### src/rtl/l1a_fifo_reader.sv
// l1a_fifo_reader
// ---------------
// Drains entries from an L1A FIFO and packs them into framed 16-bit words
// for the DAQ link. A frame is a header word, one low and one high half-word
// per FIFO entry (up to MAX_ENTRIES entries), and a trailer carrying the
// entry count. Frames are numbered by frame_seq, which counts completed
// frames modulo 4096.
//
// Ports
//   clk        in   1   single clock, rising edge
//   reset      in   1   asynchronous, active-high reset
//   enable     in   1   permits a new frame to start (checked only in IDLE)
//   fifo_dout  in  30   FIFO read data, valid the cycle after a read edge
//   fifo_empty in   1   registered FIFO empty flag
//   fifo_ren   out  1   FIFO read enable (one-cycle pulse per entry)
//   daq_data   out 16   output word
//   daq_valid  out  1   daq_data is valid
//   daq_ready  in   1   sink accepts the word
//   daq_last   out  1   marks the trailer word
//   busy       out  1   state is not IDLE
//   frame_seq  out 12   count of completed frames
//   dbg_state  out  3   current FSM state encoding, for observation
//
// Handshake: a word transfers on a rising edge where daq_valid=1 and
// daq_ready=1. While daq_valid=1 and daq_ready=0 the state and entry
// register hold, so daq_data and daq_last are stable until accepted.

module l1a_fifo_reader #(
    parameter int MAX_ENTRIES = 4
) (
    input  logic        clk,
    input  logic        reset,
    input  logic        enable,
    input  logic [29:0] fifo_dout,
    input  logic        fifo_empty,
    output logic        fifo_ren,
    output logic [15:0] daq_data,
    output logic        daq_valid,
    input  logic        daq_ready,
    output logic        daq_last,
    output logic        busy,
    output logic [11:0] frame_seq,
    output logic [2:0]  dbg_state
);

    typedef enum logic [2:0] {
        IDLE = 3'd0,
        HDR  = 3'd1,
        REQ  = 3'd2,
        CAPT = 3'd3,
        LO   = 3'd4,
        HI   = 3'd5,
        TRL  = 3'd6
    } state_t;

    localparam logic [3:0] MAX_CNT = 4'(MAX_ENTRIES);

    state_t      state_q, state_d;
    logic [29:0] entry_q, entry_d;
    logic [3:0]  entry_cnt_q, entry_cnt_d;
    logic [11:0] frame_seq_q, frame_seq_d;

    always_ff @(posedge clk or posedge reset) begin
        if (reset) begin
            state_q     <= IDLE;
            entry_q     <= '0;
            entry_cnt_q <= '0;
            frame_seq_q <= '0;
        end else begin
            state_q     <= state_d;
            entry_q     <= entry_d;
            entry_cnt_q <= entry_cnt_d;
            frame_seq_q <= frame_seq_d;
        end
    end

    always_comb begin
        state_d     = state_q;
        entry_d     = entry_q;
        entry_cnt_d = entry_cnt_q;
        frame_seq_d = frame_seq_q;
        fifo_ren    = 1'b0;
        daq_valid   = 1'b0;
        daq_last    = 1'b0;
        daq_data    = 16'h0000;

        case (state_q)
            IDLE: begin
                if (enable && !fifo_empty) begin
                    state_d     = HDR;
                    entry_cnt_d = 4'd0;
                end
            end
            HDR: begin
                daq_valid = 1'b1;
                daq_data  = {4'hA, frame_seq_q};
                if (daq_ready) state_d = REQ;
            end
            REQ: begin
                // Emptiness was already checked in IDLE/HI with a settled flag;
                // the gate is a last guard against reading an empty FIFO.
                fifo_ren = !fifo_empty;
                state_d  = CAPT;
            end
            CAPT: begin
                // Read data appears the cycle after the read edge, i.e. now.
                entry_d     = fifo_dout;
                entry_cnt_d = entry_cnt_q + 4'd1;
                state_d     = LO;
            end
            LO: begin
                daq_valid = 1'b1;
                daq_data  = {1'b0, entry_q[14:0]};
                if (daq_ready) state_d = HI;
            end
            HI: begin
                daq_valid = 1'b1;
                daq_data  = {1'b1, entry_q[29:15]};
                if (daq_ready) begin
                    if ((entry_cnt_q == MAX_CNT) || fifo_empty) state_d = TRL;
                    else                                        state_d = REQ;
                end
            end
            TRL: begin
                daq_valid = 1'b1;
                daq_last  = 1'b1;
                daq_data  = {4'hE, 8'h00, entry_cnt_q};
                if (daq_ready) begin
                    frame_seq_d = frame_seq_q + 12'd1;
                    state_d     = IDLE;
                end
            end
            default: state_d = IDLE;
        endcase
    end

    assign busy      = (state_q != IDLE);
    assign frame_seq = frame_seq_q;
    assign dbg_state = state_q;

endmodule

### config.mk
export PLATFORM = sky130hd
export DESIGN_NAME = l1a_fifo_reader
export DESIGN_NICKNAME = d
export VERILOG_FILES = /design/src/rtl/l1a_fifo_reader.sv
export SDC_FILE = /design/constraint.sdc
export NUM_CORES = 1
export LEC_CHECK = 0
export CORE_MARGIN = 2
export CORE_UTILIZATION = 43
export CTS_CLUSTER_SIZE = 28
export DETAILED_ROUTE_END_ITERATION = 7
export GPL_TIMING_DRIVEN = 1
export PLACE_DENSITY = 0.76
export SYNTH_ARGS = -nofsm -noshare
export SYNTH_HDL_FRONTEND = slang
export SYNTH_SLANG_ARGS = --single-unit
### constraint.sdc
create_clock -name clk -period 1.35 [get_ports clk]
set_input_delay 0.27 -clock clk [delete_from_list [all_inputs] [get_ports clk]]
set_output_delay 0.27 -clock clk [all_outputs]
set_load 0.1 [all_outputs]
== Word-level counts from Yosys, hierarchy flattened ==
Cells that the tools add are included.

* $add $sub $neg: 2
* Equality and inequality tests: 12
* Multiplexer cells: 13
* Reductions and logical operators: 10

{| class="wikitable"
|+ Operators with widths
! operator !! count
|-
| 16-bit case mux with 4 select lines || 1
|-
| 3-bit case mux with 7 select lines || 1
|-
| 3-bit 2-to-1 mux || 6
|-
| 12-bit by 1-bit adder with 12-bit output, second input constant || 1
|-
| 2-bit != test, second input constant || 5
|-
| 3-bit equality test, second input constant || 3
|-
| 4-bit case mux with 2 select lines || 1
|-
| 3-bit by 2-bit equality test with 1-bit output, second input constant || 2
|-
| 5-bit AND reduction || 1
|-
| 4-bit by 1-bit adder with 4-bit output, second input constant || 1
|-
| 4-bit by 3-bit equality test with 1-bit output, second input constant || 1
|-
| 4-bit 2-to-1 mux || 1
|-
| 2-bit AND reduction || 2
|-
| 4-bit OR reduction || 1
|-
| 3-bit by 1-bit equality test with 1-bit output, second input constant || 1
|-
| 3-bit zero test || 1
|-
| 1-bit 2-to-1 mux || 3
|-
| 3-bit nonzero test || 1
|-
| 2-bit nonzero test || 1
|-
| 1-bit logical AND || 1
|-
| 1-bit zero test || 1
|-
| 1-bit logical OR || 1
|}

* Flip-flop bits (word level): 49
* Input port bits: 35
* Output and inout bits: 35

== Longest topological paths before layout ==
Gate-level depths: netlist (run 1).

* Depth after elaboration: 5
* Depth in mapped cells: 5
* Depth with buffers taken out: 4

== Worst setup path before layout (run 1) ==
Ideal clock, no wire load.

* Path type: reg2out
* Start point: register state_q[1], in the netlist dbg_state[1]
* End point: output port daq_data[13]
* Data arrival time: 3.670 ns
* Setup slack: -2.590 ns
* Cell stages (with the launch flop): 5
* Buffers on the path: 2
* Cell sequence: dfrtp_1 -> clkbuf_4 -> buf_2 -> o21ai_0 -> o21ai_0

* Longest elaborated chain between the ends: 2
* Elaborated cells between the ends (all ways): 5

{| class="wikitable"
|+ Ends and longest elaborated chain
! element !! RTL line !! text
|-
| start, declared || 58 || <nowiki>state_t state_q, state_d;</nowiki>
|-
| start signal, assigned || 70 || <nowiki>state_q <= state_d;</nowiki>
|-
| 3-bit equality test / 3-bit by 1-bit equality test with 1-bit output (equally long branches) || 87 || <nowiki>case (state_q)</nowiki>
|-
| 16-bit case mux with 4 select lines (*) || 87 ||
|-
| end, declared || 37 || <nowiki>output logic [15:0] daq_data,</nowiki>
|}

Every way passes the cells marked *; elsewhere a longest branch is shown, timed or not.

== Worst setup path after layout (run 1) ==
* Start point: register state_q[2], in the netlist dbg_state[2]
* End point: output port daq_data[5]

The elaborated chain is that of the path after synthesis.

==> metrics.txt, run 1 <==
# TYPE chip_impl_metric gauge
chip_impl_info{name="result_of_the_run",value="finished with violations"} 1
chip_impl_info{name="failed_checks",value="negative setup slack"} 1
chip_impl_metric{name="hold_buffers",unit=""} 0
chip_impl_metric{name="finish.cell_count_without_fillers",unit=""} 444
chip_impl_info{name="tritoncts_clock_tree",value="done"} 1
chip_impl_metric{name="synth_compound_area_share",unit="%"} 10.3
chip_impl_metric{name="antenna_viol_nets_final",unit=""} 0
chip_impl_metric{name="clk_latency",unit="ns"} 0.32
chip_impl_metric{name="finClkSkew",unit="ns"} 0.0127
chip_impl_metric{name="adder_cell_fraction_of_synth_area",unit="%"} 1.47
chip_impl_metric{name="grt_use_total",unit="%"} 32.6
chip_impl_metric{name="areaGrowthSynthToFinish",unit="%"} 107
chip_impl_metric{name="synth_cell_types",unit=""} 41
chip_impl_metric{name="worstPathBufferInverterCount",unit=""} 2
chip_impl_metric{name="via_count_of_the_first_global_routing_pass",unit=""} 2762
chip_impl_metric{name="cts_buffers",unit=""} 5
chip_impl_metric{name="floorplan.initialDensity",unit="%"} 43.9
chip_impl_metric{name="dpl.hpwl",unit="um"} 5450
chip_impl_info{name="min_path_type",value="input port to asynchronous set/reset pin"} 1
chip_impl_metric{name="synth-simple-area-share",unit="%"} 12.9
chip_impl_metric{name="vias",unit=""} 2587
chip_impl_metric{name="drive_gt1_share",unit="%"} 68.6
chip_impl_metric{name="wire_length_per_cell_after_detailed_routing",unit="um"} 25.0
chip_impl_metric{name="finalWirelength",unit="um"} 11100
chip_impl_info{name="worstPathCellList",value="buf_6 -> mux2_2 -> a22oi_2 -> nor2_4 -> buf_12"} 1
chip_impl_metric{name="hold-worst-slack",unit="ns"} 0.385
chip_impl_metric{name="netlist_area",unit="sq um"} 2550
chip_impl_metric{name="yosys_warnings",unit=""} 0
chip_impl_metric{name="num_rows",unit=""} 28
chip_impl_metric{name="finalCritPeriodShare",unit="%"} 151
chip_impl_metric{name="rd_place_congestion",unit=""} 0.808
chip_impl_metric{name="numPlacedInstances",unit=""} 398
chip_impl_metric{name="ir_drop",unit="mV"} 2.04
chip_impl_metric{name="post_synthesis_mean_instance_area",unit="sq um"} 11.6
chip_impl_metric{name="cts.sinks",unit=""} 49
chip_impl_metric{name="detail_route.drc_violations",unit=""} 0
chip_impl_metric{name="design.portCount",unit=""} 70
chip_impl_metric{name="final_critical_path_setup_slack",unit="ns"} -0.690
chip_impl_metric{name="fin_util",unit="%"} 90.7
chip_impl_info{name="cpMaxStageDelayCell",value="sky130_fd_sc_hd__dfrtp_4"} 1
chip_impl_metric{name="yosys.area_share.xor_xnor",unit="%"} 4.12
chip_impl_metric{name="grt_antenna_before_repair",unit=""} 0
chip_impl_metric{name="grt_max_degree",unit=""} 50
chip_impl_metric{name="wire_length_of_the_first_global_routing_pass",unit="um"} 15700
chip_impl_info{name="critPathKind",value="flop to primary output"} 1
chip_impl_metric{name="timing.final.hold_violations",unit=""} 0
chip_impl_info{name="crit_path_end_kind",value="primary output"} 1
chip_impl_info{name="cp_top_delay_family",value="flip-flops"} 1
chip_impl_info{name="layout_commonest_cell",value="sky130_fd_sc_hd__buf_12"} 1
chip_impl_metric{name="cap_violations",unit=""} 0
chip_impl_info{name="largest_cells_by_area_after_synthesis",value="sky130_fd_sc_hd__dfrtp_1 48%, sky130_fd_sc_hd__mux2_1 12%, sky130_fd_sc_hd__mux2_2 5.7%"} 1
chip_impl_info{name="postSynth.topFlopCell",value="sky130_fd_sc_hd__dfrtp_1"} 1
chip_impl_metric{name="report.final.setup_viol",unit=""} 80
chip_impl_metric{name="timing.critical_path.arrival",unit="ns"} 1.77
chip_impl_metric{name="finalSetupTns",unit="ns"} -36.05
chip_impl_metric{name="p_leak",unit="uW"} 0.00232
chip_impl_info{name="most_frequent_cells_in_the_layout",value="41 x sky130_fd_sc_hd__buf_12, 39 x sky130_fd_sc_hd__buf_6, 37 x sky130_fd_sc_hd__buf_4"} 1
chip_impl_metric{name="synth_enable_flop_cells",unit=""} 0
chip_impl_metric{name="dieWidth",unit="um"} 81.0
chip_impl_metric{name="yosysSeqAreaShare",unit="%"} 48.1
chip_impl_metric{name="synthCells",unit=""} 220
chip_impl_metric{name="max_freq",unit="MHz"} 490
chip_impl_info{name="largest_family_of_logic_cells_by_synthesized_area",value="multiplexers"} 1
chip_impl_metric{name="drt_first_pass_iters",unit=""} 4
chip_impl_info{name="rsz0062_at_grt",value="yes"} 1
chip_impl_metric{name="synth_nets",unit=""} 258
chip_impl_metric{name="ctsLongestPathBuffers",unit=""} 2
chip_impl_metric{name="drt_iter0_drc",unit=""} 179
chip_impl_metric{name="clkTransAtPathRegs",unit="ns"} 0.10
chip_impl_metric{name="postSynth.asyncResetShare",unit="%"} 100
chip_impl_metric{name="slew_viol_final",unit=""} 0
chip_impl_metric{name="final.fill_count",unit=""} 218
chip_impl_metric{name="tmin_final",unit="ns"} 2.04
chip_impl_metric{name="die-height",unit="um"} 81.0
chip_impl_metric{name="coreArea",unit="sq um"} 5820
chip_impl_metric{name="tightest_slew",unit="ns"} 0.620
chip_impl_metric{name="drt-vias-per-instance",unit=""} 5.83
chip_impl_metric{name="synth_top_area_share",unit="%"} 48.1
chip_impl_metric{name="synth_mux_area_share",unit="%"} 18.0
chip_impl_metric{name="slew_headroom",unit="%"} 58.5
chip_impl_metric{name="crit_path_max_fanout",unit=""} 7
chip_impl_metric{name="floorplan.die_area",unit="sq um"} 6570
chip_impl_info{name="cts-root-buf",value="sky130_fd_sc_hd__clkbuf_8"} 1
chip_impl_metric{name="pwr_density_cell",unit="nW/um^2"} 2470
chip_impl_metric{name="synth.ff_latch_count",unit=""} 49
chip_impl_metric{name="grt.overflow.total",unit=""} 0
chip_impl_metric{name="worst-endpoint-required",unit="ns"} 1.08
chip_impl_info{name="cp-start-kind",value="flop"} 1
chip_impl_metric{name="cts_max_level",unit=""} 2
chip_impl_metric{name="antenna_cells",unit=""} 0
chip_impl_metric{name="crit_path_max_incr_delay",unit="ns"} 0.50
chip_impl_info{name="largest_area_contributor_in_the_netlist",value="sky130_fd_sc_hd__dfrtp_1"} 1
chip_impl_metric{name="port_buffers",unit=""} 69
chip_impl_metric{name="num-nets-final",unit=""} 406
[worst reg2reg max path, cell delays in order, from the launching register on]
cell	delay [ns]
sky130_fd_sc_hd__dfrtp_4	0.55
sky130_fd_sc_hd__buf_6	0.15
sky130_fd_sc_hd__buf_6	0.10
sky130_fd_sc_hd__buf_6	0.11
sky130_fd_sc_hd__and3b_2	0.35
sky130_fd_sc_hd__buf_12	0.14
sky130_fd_sc_hd__buf_12	0.13
sky130_fd_sc_hd__mux2_4	0.30
[cell type report]
cell class / instances / area (sq um) / area share [%]
repair buffers: 156 / 1960 / 37.2
well taps: 75 / 93.8 / 1.78
clock buffers: 5 / 68.8 / 1.31
multi-input cells: 146 / 1760 / 33.4
flip-flops and latches: 49 / 1270 / 24.1
clock inverters: 3 / 65.1 / 1.23
inverters: 10 / 47.5 / 0.902
[timing repair]
action,in CTS,in global routing
gates resized for setup,89,34
endpoints found under the setup margin,79,82
cloned,3,1
buffers inserted,28,27
pin swaps,28,16
[layer usage]
metal	track usage, %	vias to the layer above	wire, um
li1	-	1086	-
met1	40.1	1317	4160
met2	56.9	153	5690
met3	7.56	31	872
met4	9.66	0	379
met5	0	-	0
[synth_stat cells (all sizes together), types with 3 or more instances]
library cell,n
a21oi,5
a22o,3
a22oi,16
and3,3
buf,10
clkbuf,5
dfrtp,49
ha,3
inv,10
mux2,40
nand2,6
nand3b,3
nand4,3
nor2,11
nor2b,5
nor3,6
nor4,4
o21ai,5
o22ai,4
xnor2,4
xor2,8
[path summary, 6_finish.rpt]
kind	slack [ns]	cells after the start	endpoint	startpoint
max	-0.69	5	daq_data[5]	dbg_state[2]
max reg2reg	-0.60	7	entry_q[28]	dbg_state[2]
min reg2reg	0.54	1	entry_q[25]	entry_q[25]
max in group asynchronous	0.71	3	dbg_state[1]	reset
min in group clk	0.54	1	entry_q[25]	entry_q[25]
min	0.38	3	entry_q[20]	reset
[flip-flops by register name (all words and copies together), names as in the netlist]
register     count
entry_cnt_q      4
entry_q         30
dbg_state        3
frame_seq       12
[where the power goes]
part / internal, uW / switching, uW
Combinational: 4180 / 4840
Clock: 737 / 553
Sequential: 2070 / 614
[through the flow]
step                      setup slack (ns)  instance area, sq um  power, uW
after floorplan                     -0.880                  2990       7500
after detailed placement            -0.524                  4370       9870
final                               -0.690                  5270      13000
after global placement              -0.495                  4370       9740
after global routing                -0.724                  5270      13400
after CTS                           -0.652                  5170      12400
[cell families after synthesis]
logic type                 count (synthesis)
buffers and inverters                     25
AOI/OAI and AO/OA                         38
DFF                                       49
xor gates and xnor gates                  12
adders and majority gates                  3
and+or+nand+nor                           52
muxes                                     41
No activity file was read; power rests on OpenSTA's default activity.
==> run 2, diff against run 1 <==
CORE_UTILIZATION = 52   (was 43)
PLACE_DENSITY = 0.85   (was 0.76)
clock period = 2.4 ns   (was 1.35 ns; I/O delays follow)
==> metrics.txt, run 2 (synthesized netlist as in run 1, its figures left out) <==
# TYPE chip_impl_metric gauge
chip_impl_info{name="result_of_the_run",value="finished, final reports clean"} 1
chip_impl_metric{name="report.power.total",unit="uW"} 5370
chip_impl_metric{name="num-nets-final",unit=""} 331
chip_impl_metric{name="areaGrowthSynthToFinish",unit="%"} 48.4
chip_impl_metric{name="die-height",unit="um"} 74.0
chip_impl_metric{name="drt_first_pass_iters",unit=""} 4
chip_impl_metric{name="p_leak",unit="uW"} 0.00160
chip_impl_metric{name="tightest_slew",unit="ns"} 0.417
chip_impl_metric{name="finalCritPeriodShare",unit="%"} 96.8
chip_impl_metric{name="grt_use_total",unit="%"} 24.3
chip_impl_metric{name="crit_path_max_fanout",unit=""} 24
chip_impl_metric{name="pwr_density_cell",unit="nW/um^2"} 1420
chip_impl_metric{name="cts_buffers",unit=""} 5
chip_impl_metric{name="rd_place_congestion",unit=""} 0.884
chip_impl_metric{name="drive_gt1_share",unit="%"} 34.4
chip_impl_metric{name="clkTransAtPathRegs",unit="ns"} 0.09
chip_impl_metric{name="design_area",unit="sq um"} 3790
chip_impl_metric{name="finalWirelength",unit="um"} 6210
chip_impl_metric{name="drt-vias-per-instance",unit=""} 5.62
chip_impl_metric{name="design.portCount",unit=""} 70
chip_impl_metric{name="floorplan.die_area",unit="sq um"} 5480
chip_impl_metric{name="drt_iter0_drc",unit=""} 174
chip_impl_metric{name="timing.final.hold_violations",unit=""} 0
chip_impl_metric{name="wire_length_of_the_first_global_routing_pass",unit="um"} 10100
chip_impl_info{name="cts-root-buf",value="sky130_fd_sc_hd__clkbuf_8"} 1
chip_impl_info{name="layout_commonest_cell",value="sky130_fd_sc_hd__dfrtp_1"} 1
chip_impl_metric{name="timing.critical_path.arrival",unit="ns"} 1.84
chip_impl_info{name="critPathKind",value="flop to primary output"} 1
chip_impl_metric{name="via_count_of_the_first_global_routing_pass",unit=""} 2075
chip_impl_metric{name="max_freq",unit="MHz"} 430
chip_impl_metric{name="cts.sinks",unit=""} 49
chip_impl_metric{name="antenna_cells",unit=""} 0
chip_impl_metric{name="vias",unit=""} 2029
chip_impl_info{name="largest_register",value="entry_q"} 1
chip_impl_info{name="crit_path_end_kind",value="primary output"} 1
chip_impl_metric{name="crit_path_max_incr_delay",unit="ns"} 0.43
chip_impl_metric{name="port_buffers",unit=""} 69
chip_impl_info{name="min_path_type",value="input port to asynchronous set/reset pin"} 1
chip_impl_metric{name="cap_violations",unit=""} 0
chip_impl_metric{name="report.final.setup_viol",unit=""} 0
chip_impl_metric{name="finish.cell_count_without_fillers",unit=""} 361
chip_impl_info{name="most_frequent_cells_in_the_layout",value="46 x sky130_fd_sc_hd__dfrtp_1, 34 x sky130_fd_sc_hd__clkdlybuf4s50_1, 27 x sky130_fd_sc_hd__mux2_1"} 1
chip_impl_info{name="tritoncts_clock_tree",value="done"} 1
chip_impl_metric{name="worst-endpoint-required",unit="ns"} 1.92
chip_impl_metric{name="slew_viol_final",unit=""} 0
chip_impl_info{name="cpMaxStageDelayCell",value="sky130_fd_sc_hd__dfrtp_4"} 1
chip_impl_metric{name="num_rows",unit=""} 25
chip_impl_metric{name="coreArea",unit="sq um"} 4720
chip_impl_metric{name="wire_length_per_cell_after_detailed_routing",unit="um"} 17.2
chip_impl_metric{name="clk_latency",unit="ns"} 0.30
chip_impl_metric{name="finalSetupTns",unit="ns"} 0
chip_impl_metric{name="hold_buffers",unit=""} 0
chip_impl_metric{name="final_critical_path_setup_slack",unit="ns"} 0.0767
chip_impl_metric{name="tmin_final",unit="ns"} 2.32
chip_impl_metric{name="ir_drop",unit="mV"} 1.03
chip_impl_metric{name="dieWidth",unit="um"} 74.0
chip_impl_metric{name="numPlacedInstances",unit=""} 351
chip_impl_metric{name="final.fill_count",unit=""} 297
chip_impl_metric{name="ctsLongestPathBuffers",unit=""} 2
chip_impl_metric{name="finClkSkew",unit="ns"} 0.00491
chip_impl_metric{name="pre_cts_setup_slack",unit="ns"} 0.0308
chip_impl_metric{name="floorplan.initialDensity",unit="%"} 54.0
chip_impl_metric{name="dpl.hpwl",unit="um"} 4610
chip_impl_metric{name="grt_max_degree",unit=""} 25
chip_impl_info{name="cp-start-kind",value="flop"} 1
chip_impl_metric{name="antenna_viol_nets_final",unit=""} 0
chip_impl_metric{name="slew_headroom",unit="%"} 72.1
chip_impl_metric{name="grt_antenna_before_repair",unit=""} 0
chip_impl_metric{name="detail_route.drc_violations",unit=""} 0
chip_impl_metric{name="max_ffs_per_register",unit=""} 30
chip_impl_metric{name="placedInstanceArea",unit="sq um"} 3640
chip_impl_info{name="worstPathCellList",value="buf_6 -> and2b_1 -> a22oi_1 -> o22ai_4 -> buf_12"} 1
chip_impl_metric{name="grt.overflow.total",unit=""} 0
chip_impl_metric{name="cts_max_level",unit=""} 2
## run 2: cell count changes in the layout (fill, tap and decap cells not counted), sizes merged
cell / change
clkinv: -1
clkinvlp: +2
bufinv: -2
buf: -74
## run 2: layout make-up
type | count | area (sq um) | share of cell area [%]
Clock buffer | 6 | 72.6 | 1.92
Sequential cell | 49 | 1240 | 32.7
Inverter | 10 | 45.0 | 1.19
Clock inverter | 2 | 15.0 | 0.397
Multi-Input combinational cell | 146 | 1360 | 35.9
Tap cell | 67 | 83.8 | 2.21
Timing Repair Buffer | 81 | 972 | 25.7
## run 2: final timing paths
path / depth (start not counted) / slack (ns) / end / start
worst max register to register: 4 / 0.54 / entry_cnt_q[2] / dbg_state[1]
worst min-delay path: 2 / 0.49 / entry_q[6] / reset
worst max-delay path: 5 / 0.08 / daq_data[0] / dbg_state[2]
worst min register to register: 1 / 0.49 / entry_q[27] / entry_q[27]
min in group clk: 1 / 0.49 / entry_q[27] / entry_q[27]
max in group asynchronous: 3 / 1.32 / entry_q[9] / reset
## run 2: worst max-delay path: cells and delay by family (launching register included)
family	cells	cell delay [ns]
DFF	1	0.43
buffers and inverters	2	0.42
AOI/OAI and AO/OA	2	0.42
and+or+nand+nor	1	0.28
## run 2: power breakdown
group          total, uW  internal (uW)  switching (uW)
registers           1390           1150             244
logic               3490           1290            2200
clock network        485            206             279
## run 2: stage by stage
stage	hold WS [ns]	utilization, %
after global routing	0.506	80.2
final	0.489	80.2
after global placement	0.462	77.1
after floorplan	0.452	-
after CTS	0.494	79.7
after detailed placement	0.473	77.1
## run 2: repair_timing
action                                  in CTS  in global routing
buffers inserted                             2                  0
pin swaps                                    0                  0
gates resized for setup                      2                  6
endpoints found under the setup margin      15                 13
## run 2: per-layer routing
| layer | routed length [um] | track usage (%) | vias to the layer above | part of all wire [%] |
|---|---|---|---|---|
| met4 | 99 | 7.88 | 0 | 1.6 |
| met3 | 322 | 4.88 | 10 | 5.2 |
| met5 | 0 | 0 | - | 0 |
| met2 | 3120 | 39.8 | 56 | 50 |
| li1 | - | - | 939 | - |
| met1 | 2670 | 32.8 | 1024 | 43 |
==> run 3, diff against run 2 <==
CTS_CLUSTER_SIZE = 14   (was 28)
==> results of run 3 <==
The final DEF is identical to that of run 2; final timing and power are the same.
